--- src/rtl/wb_timer_pkg.sv ---
// Shared definitions for the wb_timer peripheral: bus widths, register
// offsets, CTRL/STATUS bit positions and the full-word byte-select value.
package wb_timer_pkg;

  localparam int SEL_WIDTH = 4;
  localparam int ADR_WIDTH = 32;
  localparam int DAT_WIDTH = 32;

  localparam logic [1:0] TIMER_CTRL   = 2'd0;
  localparam logic [1:0] TIMER_LOAD   = 2'd1;
  localparam logic [1:0] TIMER_COUNT  = 2'd2;
  localparam logic [1:0] TIMER_STATUS = 2'd3;

  localparam int CTRL_EN_BIT     = 0;
  localparam int CTRL_AR_BIT     = 1;
  localparam int CTRL_IRQ_EN_BIT = 2;
  localparam int CTRL_PS_LSB     = 8;
  localparam int STATUS_EXP_BIT  = 0;

  localparam logic [SEL_WIDTH-1:0] SEL_FULL = 4'b1111;

endpackage

--- src/rtl/wb_timer_if.sv ---
// Wishbone classic slave-side signal bundle for the timer slot. Signal
// suffixes are from the slave's point of view.
interface wb_timer_if;

  logic                                 timer_stb_i;
  logic                                 timer_cyc_i;
  logic                                 timer_we_i;
  logic [wb_timer_pkg::SEL_WIDTH-1:0]   timer_sel_i;
  logic [wb_timer_pkg::ADR_WIDTH-1:0]   timer_adr_i;
  logic [wb_timer_pkg::DAT_WIDTH-1:0]   timer_dat_i;
  logic [wb_timer_pkg::DAT_WIDTH-1:0]   timer_dat_o;
  logic                                 timer_ack_o;
  logic                                 timer_err_o;

  modport master (
    output timer_stb_i, timer_cyc_i, timer_we_i, timer_sel_i, timer_adr_i, timer_dat_i,
    input  timer_dat_o, timer_ack_o, timer_err_o
  );

  modport slave (
    input  timer_stb_i, timer_cyc_i, timer_we_i, timer_sel_i, timer_adr_i, timer_dat_i,
    output timer_dat_o, timer_ack_o, timer_err_o
  );

endinterface

--- src/rtl/wb_timer_slave_if.sv ---
// wb_slave_if: reusable Wishbone classic slave front end. Accepts one access
// per termination, registers ack/err one cycle later for one cycle, registers
// read data with the ack, and hands the register file a one-cycle
// write/read strobe with the decoded word index. Partial-word accesses
// terminate with err and produce no strobe.
module wb_slave_if
  import wb_timer_pkg::*;
(
  input  logic                 clk_i,
  input  logic                 rst_i,
  input  logic                 cyc_i,
  input  logic                 stb_i,
  input  logic                 we_i,
  input  logic [SEL_WIDTH-1:0] sel_i,
  input  logic [1:0]           adr_i,
  input  logic [DAT_WIDTH-1:0] rdata_i,
  output logic                 ack_o,
  output logic                 err_o,
  output logic [DAT_WIDTH-1:0] dat_o,
  output logic                 wr_stb_o,
  output logic                 rd_stb_o,
  output logic [1:0]           idx_o
);

  logic                 ack_q, ack_d;
  logic                 err_q, err_d;
  logic [DAT_WIDTH-1:0] dat_q, dat_d;
  logic                 accept;
  logic                 word;

  // A new access is taken only when the previous termination has retired,
  // so a held strobe gives one termination every other cycle.
  assign accept = cyc_i & stb_i & ~ack_q & ~err_q;
  assign word   = (sel_i == SEL_FULL);

  // Termination and read-data next state; dat holds unless a read is taken.
  always_comb begin
    ack_d    = accept & word;
    err_d    = accept & ~word;
    wr_stb_o = accept & word & we_i;
    rd_stb_o = accept & word & ~we_i;
    dat_d    = (accept & word & ~we_i) ? rdata_i : dat_q;
  end

  // Termination registers; reset drops any pending ack/err.
  always_ff @(posedge clk_i) begin
    if (rst_i) begin
      ack_q <= 1'b0;
      err_q <= 1'b0;
      dat_q <= '0;
    end else begin
      ack_q <= ack_d;
      err_q <= err_d;
      dat_q <= dat_d;
    end
  end

  assign ack_o = ack_q;
  assign err_o = err_q;
  assign dat_o = dat_q;
  assign idx_o = adr_i;

endmodule

--- src/rtl/wb_timer.sv ---
// wb_timer: Wishbone classic timer peripheral. Prescaled down-counter with
// one-shot or auto-reload mode and a sticky, write-1-to-clear expiry flag.
// Optional feature macro WB_TIMER_IRQ_EN adds CTRL[2] IRQ_EN and a
// registered level interrupt irq_o = EXPIRED & IRQ_EN.
module wb_timer
  import wb_timer_pkg::*;
#(
  parameter int PRESCALE_WIDTH = 8,
  parameter int COUNT_WIDTH    = 32
) (
  input  logic        clk_i,
  input  logic        rst_i,
  wb_timer_if.slave   bus
`ifdef WB_TIMER_IRQ_EN
  ,
  output logic        irq_o
`endif
);

  localparam logic [COUNT_WIDTH-1:0]    COUNT_ONE = 1;
  localparam logic [PRESCALE_WIDTH-1:0] PRESC_ONE = 1;

  logic                      wr_stb;
  logic                      rd_stb_unused;
  logic [1:0]                idx;
  logic [DAT_WIDTH-1:0]      wdata;
  logic [DAT_WIDTH-1:0]      rdata;
  logic                      unused_adr_bits;

  logic                      en_q, en_d;
  logic                      ar_q, ar_d;
  logic [PRESCALE_WIDTH-1:0] ps_q, ps_d;
  logic [COUNT_WIDTH-1:0]    load_q, load_d;
  logic [COUNT_WIDTH-1:0]    count_q, count_d;
  logic                      exp_q, exp_d;
  logic [PRESCALE_WIDTH-1:0] presc_q, presc_d;
  logic                      tick;
  logic                      expire_now;
`ifdef WB_TIMER_IRQ_EN
  logic                      ie_q, ie_d;
  logic                      irq_q, irq_d;
`endif

  assign unused_adr_bits = ^{bus.timer_adr_i[ADR_WIDTH-1:4], bus.timer_adr_i[1:0]};
  assign wdata           = bus.timer_dat_i;

  wb_slave_if u_slave (
    .clk_i    (clk_i),
    .rst_i    (rst_i),
    .cyc_i    (bus.timer_cyc_i),
    .stb_i    (bus.timer_stb_i),
    .we_i     (bus.timer_we_i),
    .sel_i    (bus.timer_sel_i),
    .adr_i    (bus.timer_adr_i[3:2]),
    .rdata_i  (rdata),
    .ack_o    (bus.timer_ack_o),
    .err_o    (bus.timer_err_o),
    .dat_o    (bus.timer_dat_o),
    .wr_stb_o (wr_stb),
    .rd_stb_o (rd_stb_unused),
    .idx_o    (idx)
  );

  // The prescaler wraps on reaching PRESCALE; that wrap is the count tick.
  assign tick       = en_q & (presc_q == ps_q);
  assign expire_now = tick & (count_q == '0);

  // Register read mux; unused bits read as zero.
  always_comb begin
    rdata = '0;
    case (idx)
      TIMER_CTRL: begin
        rdata[CTRL_EN_BIT] = en_q;
        rdata[CTRL_AR_BIT] = ar_q;
`ifdef WB_TIMER_IRQ_EN
        rdata[CTRL_IRQ_EN_BIT] = ie_q;
`endif
        rdata[CTRL_PS_LSB +: PRESCALE_WIDTH] = ps_q;
      end
      TIMER_LOAD:   rdata[COUNT_WIDTH-1:0] = load_q;
      TIMER_COUNT:  rdata[COUNT_WIDTH-1:0] = count_q;
      TIMER_STATUS: rdata[STATUS_EXP_BIT]  = exp_q;
      default:      rdata = '0;
    endcase
  end

  // Timer next state: tick effects first, then bus writes override them,
  // except that an expiry in the same cycle wins over a STATUS clear.
  always_comb begin
    en_d    = en_q;
    ar_d    = ar_q;
    ps_d    = ps_q;
    load_d  = load_q;
    count_d = count_q;
    exp_d   = exp_q;
    presc_d = presc_q;
`ifdef WB_TIMER_IRQ_EN
    ie_d    = ie_q;
    irq_d   = exp_q & ie_q;
`endif

    if (en_q) begin
      presc_d = tick ? '0 : presc_q + PRESC_ONE;
    end

    if (tick) begin
      if (count_q != '0) begin
        count_d = count_q - COUNT_ONE;
      end else begin
        exp_d = 1'b1;
        if (ar_q) begin
          count_d = load_q;
        end else begin
          en_d = 1'b0;
        end
      end
    end

    if (wr_stb) begin
      case (idx)
        TIMER_CTRL: begin
          // Enabling restarts the prescale period from the write edge.
          if (!en_q && wdata[CTRL_EN_BIT]) begin
            presc_d = '0;
          end
          en_d = wdata[CTRL_EN_BIT];
          ar_d = wdata[CTRL_AR_BIT];
          ps_d = wdata[CTRL_PS_LSB +: PRESCALE_WIDTH];
`ifdef WB_TIMER_IRQ_EN
          ie_d = wdata[CTRL_IRQ_EN_BIT];
`endif
        end
        TIMER_LOAD:  load_d  = wdata[COUNT_WIDTH-1:0];
        TIMER_COUNT: count_d = wdata[COUNT_WIDTH-1:0];
        TIMER_STATUS: begin
          if (wdata[STATUS_EXP_BIT] && !expire_now) begin
            exp_d = 1'b0;
          end
        end
        default: ;
      endcase
    end
  end

  // Timer state registers.
  always_ff @(posedge clk_i) begin
    if (rst_i) begin
      en_q    <= 1'b0;
      ar_q    <= 1'b0;
      ps_q    <= '0;
      load_q  <= '0;
      count_q <= '0;
      exp_q   <= 1'b0;
      presc_q <= '0;
`ifdef WB_TIMER_IRQ_EN
      ie_q    <= 1'b0;
      irq_q   <= 1'b0;
`endif
    end else begin
      en_q    <= en_d;
      ar_q    <= ar_d;
      ps_q    <= ps_d;
      load_q  <= load_d;
      count_q <= count_d;
      exp_q   <= exp_d;
      presc_q <= presc_d;
`ifdef WB_TIMER_IRQ_EN
      ie_q    <= ie_d;
      irq_q   <= irq_d;
`endif
    end
  end

`ifdef WB_TIMER_IRQ_EN
  assign irq_o = irq_q;
`endif

endmodule
--- src/flat_wrapper.sv ---
// flat-port wrapper written by rule: the top's interface ports become plain ports
module wb_timer_flat import wb_timer_pkg::*;
#(
  parameter int PRESCALE_WIDTH = 8,
  parameter int COUNT_WIDTH    = 32
)
  (clk_i, rst_i, bus_timer_stb_i, bus_timer_cyc_i, bus_timer_we_i, bus_timer_sel_i, bus_timer_adr_i, bus_timer_dat_i, bus_timer_dat_o, bus_timer_ack_o, bus_timer_err_o);
  wb_timer_if bus_i ();
  input  logic clk_i;
  input  logic rst_i;
  input wire logic [$bits(bus_i.timer_stb_i)-1:0] bus_timer_stb_i;
  input wire logic [$bits(bus_i.timer_cyc_i)-1:0] bus_timer_cyc_i;
  input wire logic [$bits(bus_i.timer_we_i)-1:0] bus_timer_we_i;
  input wire logic [$bits(bus_i.timer_sel_i)-1:0] bus_timer_sel_i;
  input wire logic [$bits(bus_i.timer_adr_i)-1:0] bus_timer_adr_i;
  input wire logic [$bits(bus_i.timer_dat_i)-1:0] bus_timer_dat_i;
  output wire logic [$bits(bus_i.timer_dat_o)-1:0] bus_timer_dat_o;
  output wire logic [$bits(bus_i.timer_ack_o)-1:0] bus_timer_ack_o;
  output wire logic [$bits(bus_i.timer_err_o)-1:0] bus_timer_err_o;
  assign bus_i.timer_stb_i = bus_timer_stb_i;
  assign bus_i.timer_cyc_i = bus_timer_cyc_i;
  assign bus_i.timer_we_i = bus_timer_we_i;
  assign bus_i.timer_sel_i = bus_timer_sel_i;
  assign bus_i.timer_adr_i = bus_timer_adr_i;
  assign bus_i.timer_dat_i = bus_timer_dat_i;
  assign bus_timer_dat_o = bus_i.timer_dat_o;
  assign bus_timer_ack_o = bus_i.timer_ack_o;
  assign bus_timer_err_o = bus_i.timer_err_o;
  wb_timer #(.PRESCALE_WIDTH(PRESCALE_WIDTH), .COUNT_WIDTH(COUNT_WIDTH)) u_core (.clk_i(clk_i), .rst_i(rst_i), .bus(bus_i));
endmodule
--- config.mk ---
export PLATFORM = sky130hd
export DESIGN_NAME = wb_timer_flat
export DESIGN_NICKNAME = d
export VERILOG_FILES = /design/src/rtl/wb_timer_pkg.sv /design/src/rtl/wb_timer_if.sv /design/src/rtl/wb_timer_slave_if.sv /design/src/rtl/wb_timer.sv /design/src/flat_wrapper.sv
export SDC_FILE = /design/constraint.sdc
export NUM_CORES = 1
export LEC_CHECK = 0
export BUFFER_PORTS_ARGS = -buffer_cell sky130_fd_sc_hd__buf_2
export CAP_MARGIN = 15
export CELL_PAD_IN_SITES_DETAIL_PLACEMENT = 1
export CELL_PAD_IN_SITES_GLOBAL_PLACEMENT = 2
export CORE_ASPECT_RATIO = 0.9
export CORE_MARGIN = 3
export CORE_UTILIZATION = 27
export CTS_CLUSTER_SIZE = 16
export DETAILED_ROUTE_END_ITERATION = 8
export GPL_ROUTABILITY_DRIVEN = 1
export PLACE_DENSITY_LB_ADDON = 0.3
export SYNTH_ARGS = -nofsm -noshare
export SYNTH_HDL_FRONTEND = slang
export SYNTH_HIERARCHICAL = 1
export SYNTH_SLANG_ARGS = --single-unit
--- constraint.sdc ---
create_clock -name clk_i -period 2.8 [get_ports clk_i]
set_clock_uncertainty 0.15 [all_clocks]
set_input_delay 0.28 -clock clk_i [delete_from_list [all_inputs] [get_ports clk_i]]
set_output_delay 0.28 -clock clk_i [all_outputs]
set_load 0.02 [all_outputs]
==> summary.txt, run 1 <==
Outcome
  • Status: completed

GRT
  • Vias in the first global route: 6756
  • Pin count of the biggest net entering global routing: 53
  • Initial antenna violation count: 1
  • First-pass GRT wire length: 40.4 mm
  • Total GRT Usage: 0.197
  • Global route total overflow: 0

Layout
  • Final instance area: ~0.0086 mm^2
  • Area added between synthesis and finish: 31.2%
  • Layout cell share with drive strength beyond 1: 0.204
  • Final-stage net count: 1054
  • Number of diodes: 0
  • Fill count: between 2000 and 3000

Clocking
  • CTS tree: done
  • Max Root-Sink Buffers: 2
  • Num Clock Sinks: 117
  • CTS root buffer: clkbuf_16
  • # H-tree levels: 4
  • Clock-pin slew on the worst setup and hold paths: 0.06 ns
  • CTS Buf Count: 17
  • Clk Latency, worst-skew pair: 0.43 ns

STA
  • Final hold vios: 0
  • RSZ-0062 raised after global routing: no
  • Peak Freq: roughly 0.37 GHz
  • Min cycle time layout: 2.69 ns
  • Fin Setup TNS: 0 ns
  • Worst rel slew slack: 0.488
  • Final WS setup: 0.113 ns
  • Worst slew pin tran: 0.767 ns
  • Setup violators final: 0
  • Final period utilization: 0.960
  • Final Slew Violations: 0

Critical path
  • CP Data Arrival Time: 2.86 ns
  • Worst path depth: 9
  • Worst setup path start: u_core/count_q[1]
  • CP cell instances: inv_1 > buf_4 > ha_1 > nor3b_1 > nand2_2 > or4_1 > o221ai_1 > o21ai_0 > a32o_1
  • CP Capture Type: register
  • Worst Setup EP: u_core/count_q[10]
  • Reg2Reg Capture Point: u_core/count_q[10]
  • Worst path top cell family by delay: simple AND/OR/NAND/NOR gates
  • Crit path max fanout: 6
  • Worst Path Buf+Inv: 2
  • WS Path Type: register to register
  • R2R Setup Slk: approximately 0.11 ns
  • Slowest stage cell, crit path: or4_1
  • Crit path largest cell delay: 0.49 ns
  • Path depth of the worst reg2reg path: 9
  • Crit Reg-Reg Startpoint: u_core/count_q[1]
  • Startpoint types: register
  • Worst EP required: 2.97 ns

Routing
  • 1st-pass router iterations: 8
  • Post-DRT Antenna Nets: 0
  • WL final: 26.0 mm
  • Drt drc: 0
  • Via Count: 6826
  • Vias/cell: 5.30
  • Routed wire per std cell: 20.2 um
  • DRT iter0 DRCs: between 500 and 600

Synthesis
  • Synth area leaders: dfxtp_1 36%, nand2_1 6.6%, nand2b_1 6.5%
  • Mapped Area: 0.00659 mm^2
  • Post-synthesis register bit count: around 120
  • Top-area cell type share of the netlist area: 0.356
  • Prevailing post-synth register cell: dfxtp_1
  • EDFF count, synth: 0
  • Ys async rst share: 0
  • Most frequent cell after synthesis: dfxtp_1
  • Mapped Cells: around 830
  • Sequential area share after synthesis: 0.356
  • Synth Area per Inst: 7.91 um^2
  • Unique masters post-synth: 63
  • Synth top cells by count: 117 x dfxtp_1, 115 x nand2_1, 70 x nor2_1
  • Post-synth net total: 914
  • Yosys warnings: 6
  • Area leader, netlist: dfxtp_1

Placed design
  • DPL Wire Length: between 15 and 20 mm
  • Place WS: 0.0917 ns
  • Placer's final routability congestion estimate: 0.863
  • Placed Area: 0.00768 mm^2
  • Port bufs: 76

Power
  • Peak VDD IR: about 420 uV
  • Power Density: 541 mW/mm^2
  • Static Leakage: 3.29 nW
  • Total Power: 4.68 mW

Floorplanning
  • Die span in y: 154 um
  • Die Span X: 171 um
  • Core box area: 0.0237 mm^2
  • DIE AREA: 0.0263 mm^2
  • IO Count: between 100 and 150
  • Initial Utilization: 0.278
  • Site Rows: 53

Flow run
  • # Max-Cap Violations: 0

Hold path
  • Hold crit path type: input port to register
how the worst min path moves through the flow:
stage,start,end,slack [ns],cells past startpoint
global placement,u_core/exp_q,u_core/exp_q,0.30,2
floorplan,bus_timer_dat_i[20],u_core/count_q[20],0.24,1
CTS,bus_timer_dat_i[0],u_core/load_q[0],0.01,3
global route,bus_timer_dat_i[0],u_core/load_q[0],0.02,3
finish,bus_timer_dat_i[0],u_core/load_q[0],0.02,3
detailed placement,u_core/exp_q,u_core/exp_q,0.30,2
area by class of cell:
cell class,count,area (um^2),share of cell area
Clock buffer,18,429,0.0497
Timing Repair Buffer,186,1300,0.150
Tap cell,302,378,0.0437
Clock inverter,14,200,0.0232
Inverter,10,37.5,0.00434
Sequential cell,117,2340,0.271
Multi-Input combinational cell,640,3950,0.458
layer usage:
metal	share of wire	GRT usage	routed length, um
met1	0.51	0.296	13200
met2	0.43	0.289	11100
met3	0.054	0.0396	1410
met4	0.012	0.0440	308
met5	0.00050	0	13
cell usage in the layout, fill, tap and decap left out, drive strengths merged, types with 27 or more instances in the layout:
cell	count
buf	155
dfxtp	117
nand2	115
nor2	70
nand2b	68
a21oi	67
mux2i	36
dlygate4sd3	31
o21ai	29
nor3	27
logic make-up (layout without fill, tap and decap cells):
kind of cell,Yosys count,in the layout,share of synthesized area
xor gates and xnor gates,16,16,0.0213
AOI/OAI and AO/OA,193,193,0.194
DFF,117,117,0.356
and+or+nand+nor,386,386,0.308
adders and majority gates,9,9,0.0171
muxes,36,36,0.0547
buffers and inverters,75,228,0.0486
flip-flops by register name, summed over array words and instances, names as in the netlist:
signal and cells:
u_core/ar_q 1, u_core/count_q 32, u_core/en_q 1, u_core/exp_q 1, u_core/load_q 32, u_core/presc_q 8, u_core/ps_q 8, u_core/u_slave/ack_o 1
u_core/u_slave/dat_o 32, u_core/u_slave/err_o 1
timing repair:
action | in CTS | in global routing
setup endpoints to repair | 0 | 19
resized for setup | 0 | 6
endpoints found under the hold margin | 48 | 0
hold buffers | 31 | 0
setup buffers | 0 | 0
through the flow:
stage          hold WS (ns)  utilization  instances
2_1_floorplan         0.240            -        832
4_1_cts              0.0136        0.364       1287
6_report             0.0162        0.365       1287
3_3_place_gp          0.300        0.324       1224
5_1_grt              0.0220        0.365       1287
3_5_place_dp          0.301        0.324       1224
worst reg2reg max path, stage by stage, from the launching register on:
cell and delay (ns):
dfxtp_1 0.32, inv_1 0.08, buf_4 0.11, ha_1 0.20, nor3b_1 0.45, nand2_2 0.25
or4_1 0.49, o221ai_1 0.18, o21ai_0 0.10, a32o_1 0.26
where the power goes:
group | switching [mW] | internal [mW]
clock network | 0.886 | 1.50
logic | 0.353 | 0.259
registers | 0.0102 | 1.67
Power figures use the tool's default switching activity.
==> inputs of run 2 (changes only) <==
==> constraint.sdc (replaced) <==
create_clock -name clk_i -period 2.8 [get_ports clk_i]
set_clock_uncertainty 0.15 [all_clocks]
set_input_delay 0 -clock clk_i [delete_from_list [all_inputs] [get_ports clk_i]]
set_output_delay 0 -clock clk_i [all_outputs]
set_load 0.02 [all_outputs]
==> run 2 against run 1 <==
Effect of this change: combinational power rose by 3%; die area stayed put; clock power grew 6%; clock-buffer cell count up 2; critical path depth fell by 1; non-clock buffer count shrank 1; via count decreased by 0.59%; sequential power is essentially flat; utilization is 0.41 points higher; cell area increased by 1.1%; sequential share of layout area down 0.30 points; sequential cell count stayed put; highest routed layer is now met4.
==> summary.txt, run 2 (synthesized netlist as in run 1, its figures left out) <==
Clocking
  • CTS Buf Count: 17 (unchanged)
  • CTS root buffer: clkbuf_16 (unchanged)
  • Clock-pin slew on the worst setup and hold paths: 0.06 ns (about the same)
  • CTS tree: done (unchanged)
  • Num Clock Sinks: 117 (unchanged)
  • Clk Latency, worst-skew pair: 0.42 ns (was 0.43 ns)
  • # H-tree levels: 4 (unchanged)
  • Max Root-Sink Buffers: 2 (unchanged)
  • Setup bufs post-CTS: 0 (unchanged)

STA
  • Peak Freq: 0.382 GHz (was 0.372 GHz)
  • Fin Setup TNS: 0 ns (unchanged)
  • RSZ-0062 raised after global routing: no (unchanged)
  • Worst slew pin tran: 0.834 ns (was 0.767 ns)
  • Final Slew Violations: 0 (unchanged)
  • Worst rel slew slack: 0.442 (was 0.488)
  • Final hold vios: 0 (unchanged)
  • Min cycle time layout: 2.62 ns (was 2.69 ns)
  • Setup violators final: 0 (unchanged)
  • Final period utilization: 0.935 (was 0.960)

Floorplanning
  • Initial Utilization: 0.278 (unchanged)
  • DIE AREA: 0.0263 mm^2 (unchanged)
  • Die span in y: 154 um (unchanged)
  • Die Span X: 171 um (unchanged)
  • Site Rows: 53 (unchanged)
  • Core box area: 0.0237 mm^2 (unchanged)
  • IO Count: 107 (unchanged)

Critical path
  • CP Data Arrival Time: 2.76 ns (was 2.86 ns)
  • Startpoint types: register (unchanged)
  • Worst Path Buf+Inv: 2 (unchanged)
  • Worst setup path start: u_core/count_q[1] (unchanged)
  • Worst EP required: 2.94 ns (was 2.97 ns)
  • CP Capture Type: register (unchanged)
  • Crit Reg-Reg Startpoint: u_core/count_q[1] (unchanged)
  • Worst path top cell family by delay: simple AND/OR/NAND/NOR gates (unchanged)
  • WS Path Type: register to register (unchanged)
  • CP cell instances: buf_4 > or4_4 > or2_0 > buf_4 > nor2_1 > nand2_1 > a2111oi_0 > o21ai_0 (was inv_1 > buf_4 > ha_1 > nor3b_1 > nand2_2 > or4_1 > o221ai_1 > o21ai_0 > a32o_1)
  • Crit path max fanout: 3 (was 6)
  • CP most frequent cell: buf_4
  • Slowest stage cell, crit path: or4_4 (was or4_1)
  • Crit path largest cell delay: 0.54 ns (was 0.49 ns)

Layout
  • Non-filler cells, final: 1286 (was 1287)
  • Fill count: 2814 (was 2845)
  • Layout cell share with drive strength beyond 1: 0.195 (was 0.204)
  • Number of diodes: 0 (unchanged)
  • Area added between synthesis and finish: 32.7% (was 31.2%)
  • Final-stage net count: 1053 (was 1054)
  • Most frequent cells in the layout: 117 x dfxtp_1, 115 x nand2_1, 75 x buf_2 (was 117 x dfxtp_1, 114 x nand2_1, 79 x buf_4)
  • Commonest non-fill, non-tap cell in the layout: dfxtp_1 (unchanged)

Placed design
  • Placer's final routability congestion estimate: 0.892 (was 0.863)
  • DPL Wire Length: 18.5 mm (was 19.0 mm)
  • Port bufs: 76 (unchanged)
  • DP Cell Count: 1214 (was 1224)

Routing
  • Vias/cell: 5.28 (was 5.30)
  • Via Count: 6786 (was 6826)
  • Drt drc: 0 (unchanged)
  • 1st-pass router iterations: 5 (was 8)
  • WL final: 25.8 mm (was 26.0 mm)
  • Routed wire per std cell: 20.0 um (was 20.2 um)
  • DRT iter0 DRCs: 478 (was 567)
  • Post-DRT Antenna Nets: 0 (unchanged)

Power
  • Total Power: 4.84 mW (was 4.68 mW)
  • Peak VDD IR: 396 uV (was 420 uV)
  • Power Density: 554 mW/mm^2 (was 541 mW/mm^2)
  • Static Leakage: 3.32 nW (was 3.29 nW)

GRT
  • First-pass GRT wire length: 40.7 mm (was 40.4 mm)
  • Vias in the first global route: 6889 (was 6756)
  • Total GRT Usage: 0.198 (was 0.197)
  • Pin count of the biggest net entering global routing: 63 (was 53)
  • Global route total overflow: 0 (unchanged)
  • Initial antenna violation count: 0 (was 1)

Flow run
  • # Max-Cap Violations: 0 (unchanged)

Outcome
  • Status: completed (unchanged)

Hold path
  • Hold crit path type: input port to register (unchanged)
  • Min-delay src: bus_timer_we_i (was bus_timer_dat_i[0])
[run 2: changes by cell type in the layout (fill, tap and decap cells not counted), moves of 2 or more]
cell,previous run,this run
buf_12,1,3
buf_4,79,67
bufinv_16,4,6
inv_6,2,0
dlygate4sd3_1,31,40
[run 2: worst min-delay path: stages]
cell and delay (ns):
buf_2 0.12, inv_1 0.06, nor3_2 0.08, nand2_1 0.18, a311oi_1 0.12
[run 2: final timing paths]
kind,to,slack [ns],cells after the start
hold / removal,u_core/count_q[28],0.06,5
setup reg to reg,u_core/count_q[27],0.18,8
hold reg to reg,u_core/u_slave/dat_o[23],0.32,2
setup / recovery,u_core/count_q[27],0.18,8
[run 2: per-layer routing]
metal,GRT usage,up-vias,routed length (um)
li1,-,3257,-
met1,0.301,3306,13200
met2,0.290,199,10800
met3,0.0244,24,1370
met4,0.0576,0,386
met5,0,-,0
[run 2: through the flow]
stage,cell area (um^2),hold slack (ns),util,setup slack [ns]
floorplan,6590,-0.0400,-,0.282
global placement,7630,0.0814,0.322,0.0617
detailed placement,7630,0.0864,0.322,0.0663
CTS,8700,0.0900,0.368,0.0378
global route,8740,0.123,0.369,0.0114
finish,8740,0.0561,0.369,0.182
[run 2: layout make-up]
| cell class | count | area [um^2] | area share |
|---|---|---|---|
| multi-input combinational | 640 | 3970 | 0.454 |
| sequential | 117 | 2340 | 0.268 |
| timing repair buffer | 185 | 1340 | 0.153 |
| clock buffer | 20 | 447 | 0.0511 |
| tap | 302 | 378 | 0.0433 |
| clock inverter | 12 | 226 | 0.0259 |
| inverter | 10 | 37.5 | 0.00430 |
[run 2: what timing repair did]
item / in CTS / in global routing
hold buffers: 40 / 0
hold endpoints to repair: 81 / 0
gates resized for setup: 0 / 6
endpoints found under the setup margin: 0 / 19
[run 2: where the power goes]
| group | switching, mW | leakage, nW | internal (mW) |
|---|---|---|---|
| clock | 0.831 | 0.320 | 1.70 |
| sequential | 0.0105 | 0.942 | 1.67 |
| combinational | 0.353 | 2.06 | 0.275 |
| total | 1.20 | 3.32 | 3.64 |
==> inputs of run 3 (changes only) <==
Settings changed: CTS_BUF_LIST set to sky130_fd_sc_hd__clkbuf_2 sky130_fd_sc_hd__clkbuf_4 sky130_fd_sc_hd__clkbuf_8.
==> run 3 against run 2 <==
Effect of this change: utilization is 0.73 points lower; hold slack worse by 0.037 ns; via count is 0.10% lower; sequential share of layout area is 0.54 points higher; global-route usage hardly changed; sequential power hardly changed; register-to-register slack worse by 0.04 ns; non-clock buffer count is 1 higher; cell count hardly changed; clock-buffer cell count stayed put; combinational power hardly changed; fmax is 1.7% lower; largest cell class unchanged.
==> summary.txt, run 3 (synthesized netlist as in run 1, its figures left out) <==
Critical path
  • CP cell instances: buf_4 > or4_4 > or2_0 > buf_4 > nor2_1 > nand2_1 > a2111oi_0 > o21ai_0 (unchanged)
  • Crit path largest cell delay: 0.54 ns (about the same)
  • Worst path top cell family by delay: simple AND/OR/NAND/NOR gates (unchanged)
  • CP most frequent cell: buf_4 (unchanged)
  • WS Path Type: register to register (unchanged)
  • Crit Reg-Reg Startpoint: u_core/count_q[1] (unchanged)
  • CP Capture Type: register (unchanged)
  • Crit path max fanout: 3 (unchanged)
  • Slowest stage cell, crit path: or4_4 (unchanged)
  • CP Data Arrival Time: 2.84 ns (was 2.76 ns)
  • Worst EP required: 2.98 ns (was 2.94 ns)
  • Startpoint types: register (unchanged)
  • Reg2Reg Capture Point: u_core/count_q[27] (unchanged)
  • Path depth of the worst reg2reg path: 8 (unchanged)
  • R2R Setup Slk: 0.14 ns (was 0.18 ns)
  • Worst Path Buf+Inv: 2 (unchanged)

Routing
  • Post-DRT Antenna Nets: 0 (unchanged)
  • Vias/cell: 5.27 (was 5.28)
  • Drt drc: 0 (unchanged)
  • WL final: 25.8 mm (about the same)
  • DRT iter0 DRCs: 530 (was 478)
  • Via Count: 6779 (was 6786)
  • 1st-pass router iterations: 5 (unchanged)
  • Routed wire per std cell: 20.1 um (was 20.0 um)

Layout
  • Area added between synthesis and finish: 30.0% (was 32.7%)
  • Most frequent cells in the layout: 117 x dfxtp_1, 115 x nand2_1, 75 x buf_2 (unchanged)
  • Final-stage net count: 1054 (was 1053)
  • Number of diodes: 0 (unchanged)
  • Non-filler cells, final: 1287 (was 1286)
  • Commonest non-fill, non-tap cell in the layout: dfxtp_1 (unchanged)
  • Layout cell share with drive strength beyond 1: 0.197 (was 0.195)
  • Final instance area: 0.00856 mm^2 (was 0.00874 mm^2)
  • Fill count: 2841 (was 2814)

Floorplanning
  • Core box area: 0.0237 mm^2 (unchanged)
  • IO Count: 107 (unchanged)
  • Die span in y: 154 um (unchanged)
  • DIE AREA: 0.0263 mm^2 (unchanged)
  • Die Span X: 171 um (unchanged)
  • Initial Utilization: 0.278 (unchanged)
  • Site Rows: 53 (unchanged)

Clocking
  • CTS root buffer: clkbuf_8 (was clkbuf_16)
  • Clk Latency, worst-skew pair: 0.46 ns (was 0.42 ns)
  • Max Root-Sink Buffers: 2 (unchanged)
  • Clock-pin slew on the worst setup and hold paths: 0.08 ns (was 0.06 ns)
  • Setup bufs post-CTS: 0 (unchanged)
  • Num Clock Sinks: 117 (unchanged)
  • # H-tree levels: 4 (unchanged)
  • CTS Buf Count: 17 (unchanged)
  • CTS tree: done (unchanged)

Placed design
  • Placer's final routability congestion estimate: 0.892 (unchanged)
  • Placed Area: 0.00763 mm^2 (unchanged)
  • DP Cell Count: 1214 (unchanged)
  • Port bufs: 76 (unchanged)
  • DPL Wire Length: 18.5 mm (unchanged)

Power
  • Switching share of power: 0.266 (was 0.247)
  • Clock power share: 0.461 (was 0.522)
  • Static Leakage: 3.24 nW (was 3.32 nW)
  • Sw power: 1.14 mW (was 1.20 mW)
  • Cell-internal power: 3.14 mW (was 3.64 mW)
  • Peak VDD IR: 244 uV (was 396 uV)
  • Power Density: 500 mW/mm^2 (was 554 mW/mm^2)
  • Comb pwr share: 0.147 (was 0.130)
  • Flop pwr share: 0.392 (was 0.348)

STA
  • Peak Freq: 0.376 GHz (was 0.382 GHz)
  • Fin Setup TNS: 0 ns (unchanged)
  • Final period utilization: 0.951 (was 0.935)
  • Worst rel slew slack: 0.415 (was 0.442)
  • Setup violators final: 0 (unchanged)
  • Final hold vios: 0 (unchanged)
  • Worst slew pin tran: 0.875 ns (was 0.834 ns)
  • Min cycle time layout: 2.66 ns (was 2.62 ns)
  • Final Slew Violations: 0 (unchanged)

Hold path
  • Min-delay src: bus_timer_we_i (unchanged)
  • Hold depth: 5 (unchanged)
  • Worst Hold End: u_core/count_q[28] (unchanged)
  • Hold crit path type: input port to register (unchanged)

Outcome
  • Status: completed (unchanged)

GRT
  • Global route total overflow: 0 (unchanged)
  • Pin count of the biggest net entering global routing: 63 (unchanged)
  • Vias in the first global route: 6829 (was 6889)
  • Total GRT Usage: 0.197 (was 0.198)
  • Initial antenna violation count: 0 (unchanged)
  • First-pass GRT wire length: 40.5 mm (was 40.7 mm)

Flow run
  • # Max-Cap Violations: 0 (unchanged)
==> run 3: changes by cell type in the layout (fill, tap and decap cells not counted), sizes merged <==
| cell | previous run | this run |
|---|---|---|
| dlygate4sd3 | 40 | 41 |
==> run 3: tightest hold or removal path, stage by stage <==
cell	delay (ns)
buf_2	0.12
inv_1	0.06
nor3_2	0.08
nand2_1	0.18
a311oi_1	0.12
==> run 3: what timing repair did <==
item                                   in CTS  in global routing
setup endpoints to repair                   0                 19
resized for setup                           0                  6
endpoints found under the hold margin      81                  0
hold buffers                               41                  0
==> run 3: how the worst max path moves through the flow <==
| stage | from | to | slack (ns) | cells after the start |
|---|---|---|---|---|
| 3_5_place_dp | u_core/count_q[0] | u_core/count_q[6] | 0.07 | 10 |
| 6_report | u_core/count_q[1] | u_core/count_q[27] | 0.14 | 8 |
| 4_1_cts | u_core/count_q[0] | u_core/count_q[6] | 0.04 | 10 |
| 3_3_place_gp | u_core/count_q[1] | u_core/count_q[30] | 0.06 | 9 |
| 2_1_floorplan | u_core/count_q[0] | u_core/count_q[1] | 0.28 | 9 |
| 5_1_grt | u_core/count_q[0] | u_core/count_q[6] | -0.002 | 10 |
==> run 3: layer usage <==
metal	wire length, um	part of all wire	global-route usage
met3	1260	0.049	0.0254
met5	0	0	0
met4	357	0.014	0.0541
met1	13400	0.52	0.299
met2	10800	0.42	0.292
==> run 3: metrics by stage <==
| step | util | setup WS [ns] | total power [mW] | hold slack [ns] |
|---|---|---|---|---|
| floorplan | - | 0.282 | 2.03 | -0.0400 |
| global placement | 0.322 | 0.0617 | 2.29 | 0.0814 |
| detailed placement | 0.322 | 0.0663 | 2.29 | 0.0864 |
| CTS | 0.360 | 0.0418 | 4.31 | 0.0431 |
| global route | 0.362 | -0.00225 | 4.45 | 0.0709 |
| finish | 0.362 | 0.137 | 4.28 | 0.0193 |
==> run 3: final cells by class <==
cell class	count	area, um^2	area share
inverter	10	37.5	0.00438
clock buffer	20	263	0.0307
timing repair buffer	186	1350	0.158
clock inverter	12	226	0.0265
multi-input combinational	640	3970	0.463
tap	302	378	0.0441
sequential	117	2340	0.274
==> run 3: power groups by stage <==
stage          Sequential [mW]  Combinational, mW  Clock (mW)
2_1_floorplan             1.71              0.320           0
3_3_place_gp              1.72              0.573           0
3_5_place_dp              1.72              0.575           0
4_1_cts                   1.68              0.620        2.01
5_1_grt                   1.68              0.681        2.09
6_report                  1.68              0.627        1.97
